==> src/rtl/rdata_hold_fifo.sv <==
// rtl/rdata_hold_fifo.sv - in-order read-data hold buffer between data memory and the memory-stage register
// Optional combinational empty-buffer bypass: define RDATA_BYPASS_EN.
module rdata_hold_fifo #(
    parameter int DATA_W = 32,
    parameter int DEPTH  = 2,
    parameter int CNT_W  = $clog2(DEPTH + 1)
) (
    input  logic              clk,
    input  logic              reset,
    input  logic              flush,
    input  logic              req_issue,
    output logic              req_ready,
    input  logic [DATA_W-1:0] mem_rdata,
    input  logic              out_ready,
    output logic              out_valid,
    output logic [DATA_W-1:0] out_data,
    output logic [CNT_W-1:0]  count
);

    localparam int PTR_W = $clog2(DEPTH);
    localparam logic [CNT_W:0] DEPTH_X = (CNT_W + 1)'(DEPTH);

    logic              pend_q, pend_d;
    logic [PTR_W-1:0]  wr_ptr_q, wr_ptr_d;
    logic [PTR_W-1:0]  rd_ptr_q, rd_ptr_d;
    logic [CNT_W-1:0]  count_q, count_d;
    logic [DATA_W-1:0] entry_q [DEPTH];
    logic [DATA_W-1:0] entry_d [DEPTH];

    logic buf_empty;
    logic bypass_take;
    logic push;
    logic pop;

    always_comb begin
        buf_empty   = (count_q == '0);
        // Counting pend against capacity guarantees the in-flight word always has a slot.
        req_ready   = ({1'b0, count_q} + {{CNT_W{1'b0}}, pend_q}) < DEPTH_X;
        bypass_take = 1'b0;
        out_valid   = 1'b0;
        out_data    = '0;
        if (!flush) begin
            if (!buf_empty) begin
                out_valid = 1'b1;
                out_data  = entry_q[rd_ptr_q];
            end
`ifdef RDATA_BYPASS_EN
            else if (pend_q) begin
                out_valid   = 1'b1;
                out_data    = mem_rdata;
                bypass_take = 1'b1;
            end
`endif
        end
        pop  = out_valid & out_ready;
        push = pend_q & ~flush & ~(bypass_take & out_ready);
    end

    always_comb begin
        pend_d   = req_issue & req_ready & ~flush;
        wr_ptr_d = wr_ptr_q;
        rd_ptr_d = rd_ptr_q;
        count_d  = count_q;
        entry_d  = entry_q;
        if (flush) begin
            wr_ptr_d = '0;
            rd_ptr_d = '0;
            count_d  = '0;
        end else begin
            if (push) begin
                entry_d[wr_ptr_q] = mem_rdata;
                wr_ptr_d          = wr_ptr_q + PTR_W'(1);
            end
            if (pop) begin
                rd_ptr_d = rd_ptr_q + PTR_W'(1);
            end
            count_d = count_q + CNT_W'(push) - CNT_W'(pop);
        end
    end

    always_ff @(posedge clk or posedge reset) begin
        if (reset) begin
            pend_q   <= 1'b0;
            wr_ptr_q <= '0;
            rd_ptr_q <= '0;
            count_q  <= '0;
        end else begin
            pend_q   <= pend_d;
            wr_ptr_q <= wr_ptr_d;
            rd_ptr_q <= rd_ptr_d;
            count_q  <= count_d;
        end
    end

    // Entry storage needs no reset: it is only visible while count is nonzero.
    always_ff @(posedge clk) begin
        entry_q <= entry_d;
    end

    assign count = count_q;

endmodule

==> config.mk <==
export PLATFORM = sky130hd
export DESIGN_NAME = rdata_hold_fifo
export DESIGN_NICKNAME = d
export VERILOG_FILES = /design/src/rtl/rdata_hold_fifo.sv
export SDC_FILE = /design/constraint.sdc
export NUM_CORES = 1
export LEC_CHECK = 0
export ABC_AREA = 1
export BUFFER_PORTS_ARGS = -buffer_cell sky130_fd_sc_hd__buf_2
export CAP_MARGIN = 10
export CORE_ASPECT_RATIO = 1.1
export CORE_MARGIN = 3
export CORE_UTILIZATION = 35
export CTS_CLUSTER_SIZE = 25
export DETAILED_ROUTE_END_ITERATION = 8
export GPL_TIMING_DRIVEN = 1
export PLACE_DENSITY_LB_ADDON = 0.05
export SKIP_LAST_GASP = 1
export SYNTH_ARGS = -nofsm -noshare
export SYNTH_HDL_FRONTEND = slang
export SYNTH_SLANG_ARGS = --single-unit
==> constraint.sdc <==
create_clock -name clk -period 2.9 [get_ports clk]
set_input_delay 0.435 -clock clk [delete_from_list [all_inputs] [get_ports clk]]
set_output_delay 0.435 -clock clk [all_outputs]
set_load 0.05 [all_outputs]
==> summary.md <==
| Metric | Value |
|---|---|
| Pleak | `between 1.5 and 2 nW` |
| # resized after CTS | `0` |
| Synth top cells by count | `75 x inv_1, 75 x nand2_1, 64 x edfxtp_1` |
| Async set-reset flop share out of synthesis | `7.25%` |
| Mapped Area | `approximately 3000 um2` |
| Layout cells sized above 1 | `roughly 29%` |
| Total CTS buffers | `9` |
| Clock sinks | `roughly 70` |
| Tot GR Track Use | `between 10% and 20%` |
| Port Buffer Count | `72` |
| Hold Crit Class | `primary input to register` |
| Main synth FF type | `edfxtp_1` |
| Max Cap Viol | `0` |
| Rows | `34` |
| WP data arrival | `between 1500 and 2000 ps` |
| Worst Setup SP | `rd_ptr_q` |
| Peak supply drop | `0.000257 V` |
| Post-synthesis sequential area ratio | `approximately two thirds` |
| FMAX | `approximately 430 MHz` |
| Pin count of the biggest net entering global routing | `37` |
| Syn nets | `315` |
| Residual DRC | `0` |
| Final period util | `roughly 81%` |
| Synth top area cells | `edfxtp_1 64%, inv_1 9.4%, nand2_1 9.4%, dfrtp_1 4.2%, o21ai_1 3.7%` |
| First-pass GRT wire length | `approximately 8400 um` |
| I/O Pins | `73` |
| Setup crit end kind | `primary output` |
| Unrepaired setup endpoints after global routing | `false` |
| Synth area leader | `edfxtp_1` |
| Die W | `94.2 um` |
| Post-Syn Instances | `276` |
| Worst-margin pin slew | `625 ps` |
| DR vias/cell | `about 4.1` |
| Routed wire length per instance | `roughly 11 um` |
| Slew HR | `58.3%` |
| Initial antenna violation count | `0` |
| Final hold vios | `0` |
| Synth-to-layout area growth | `22.1%` |
| Placer Congestion | `about 0.66` |
| Final setup TNS | `0 ps` |
| HP Start | `mem_rdata[0]` |
| WL final | `approximately 5300 um` |
| Clock-pin slew on the worst setup and hold paths | `80 ps` |
| Worst path required time | `2470 ps` |
| Status | `complete, no violations` |
| DR iter-0 viols | `46` |
| Core box area | `~8000 um2` |
| Top cell type's share of synthesized area | `64.2%` |
| Number of H-tree levels | `3` |
| Vias | `around 1900` |
| Vias in the first global route | `between 1500 and 2000` |
| Crit path kind | `register to primary output` |
| N_diodes | `0` |
| Post-DP HPWL | `about 3500 um` |
| CP Launch Type | `register` |
| Chip height | `103 um` |
| Yosys warning count | `0` |
| Fillers | `788` |
| EDFF count, synth | `64` |
| Worst hold slack | `around 290 ps` |
| Clock Root Buffer | `clkbuf_8` |
| Number of detailed-route iterations in the first pass | `4` |
| Post-DRT Antenna Nets | `0` |
| Synth cell types | `16` |
| Cell Pwr Density | `607 nW/um2` |
| Post-layout util | `between 40 and 50%` |
| Yosys reg bits | `69` |
| Worst-Skew Late Latency | `approximately 330 ps` |
| Syn_area_per_cell | `about 11 um2` |
| Crit Path Max Fanout | `36` |
| Slew Viols, Final | `0` |
| Die Area | `around 9700 um2` |
| Reg2reg start | `count[0]` |
| Tmin final | `approximately 2300 ps` |
| Finish-stage setup viols | `0` |
| Overflow after GRT | `0` |
| Initial core utilization | `between 30 and 40%` |
| CTS tree | `built` |
| Clock Path Buffers | `2` |
| Layout Nets | `394` |
| Layout Skew | `13.3 ps` |
==> report_power, final <==
group	switching [mW]	internal, mW
Sequential	0.0243	1.12
Combinational	0.232	0.0900
Clock	0.335	0.419
==> cell type report <==
type | instances | area, um2 | area share [%]
sequential | 69 | 2050 | 56.0
multi-input combinational | 121 | 573 | 15.7
timing repair buffer | 78 | 420 | 11.5
inverter | 76 | 285 | 7.81
clock buffer | 12 | 145 | 3.97
tap | 108 | 135 | 3.70
clock inverter | 4 | 47.5 | 1.30
==> critical path: stages, from the launching register on <==
cell     delay (ps)
dfrtp_2         780
buf_12          270
nand2_1          60
o21ai_1          80
nand2_1          70
inv_1            50
buf_2           250
==> through the flow <==
step / instances / setup slack [ps] / power, mW / instance area [um2]
finish: 468 / 553 / 2.22 / 3650
global route: 468 / 324 / 2.33 / 3650
CTS: 468 / 486 / 2.25 / 3650
detailed placement: 451 / 790 / 1.49 / 3450
global placement: 451 / 793 / 1.49 / 3450
floorplan: 276 / 438 / 1.41 / 2990
==> sequential cells by signal (all words and copies together), names as in the netlist <==
register,flops
entry_q,64
count,2
pend_q,1
wr_ptr_q,1
rd_ptr_q,1
==> repair_timing <==
action | CTS | global route
hold buffers | 1 | 0
buffers inserted | 0 | 0
hold endpoints to repair | 5 | 0
==> layout by cell type (no fill, tap or decap), types with 4 or more instances in the layout <==
cell      instances
o21ai_2           7
dfrtp_1           4
inv_1            75
o21ai_0           5
o21ai_1          22
buf_4             4
nor2_1            4
nand2_1          75
clkbuf_8         10
buf_2            72
edfxtp_1         64
==> layer usage <==
metal | share of wire, % | vias up | GRT usage [%]
met2 | 50 | 44 | 20.0
met3 | 5.3 | 8 | 2.92
met1 | 43 | 860 | 13.6
li1 | - | 1017 | -
met4 | 1.4 | 0 | 6.00
met5 | 0 | - | 0
==> cells by family after synthesis <==
family          share of synthesized area [%]
buf+inv                                  13.0
simple gates                             10.7
flops                                    68.4
fa+ha+maj                               0.836
compound gates                           7.10
==> worst paths after layout <==
path	slack [ps]	to	depth (start not counted)
worst max-delay path	550	out_data[2]	6
worst max register to register	1410	count[0]	9
min in group asynchronous	540	pend_q	3
worst min register to register	590	wr_ptr_q	1
worst min-delay path	290	entry_q[32]	1
max in group asynchronous	2160	rd_ptr_q	3
Power figures use the tool's default switching activity.
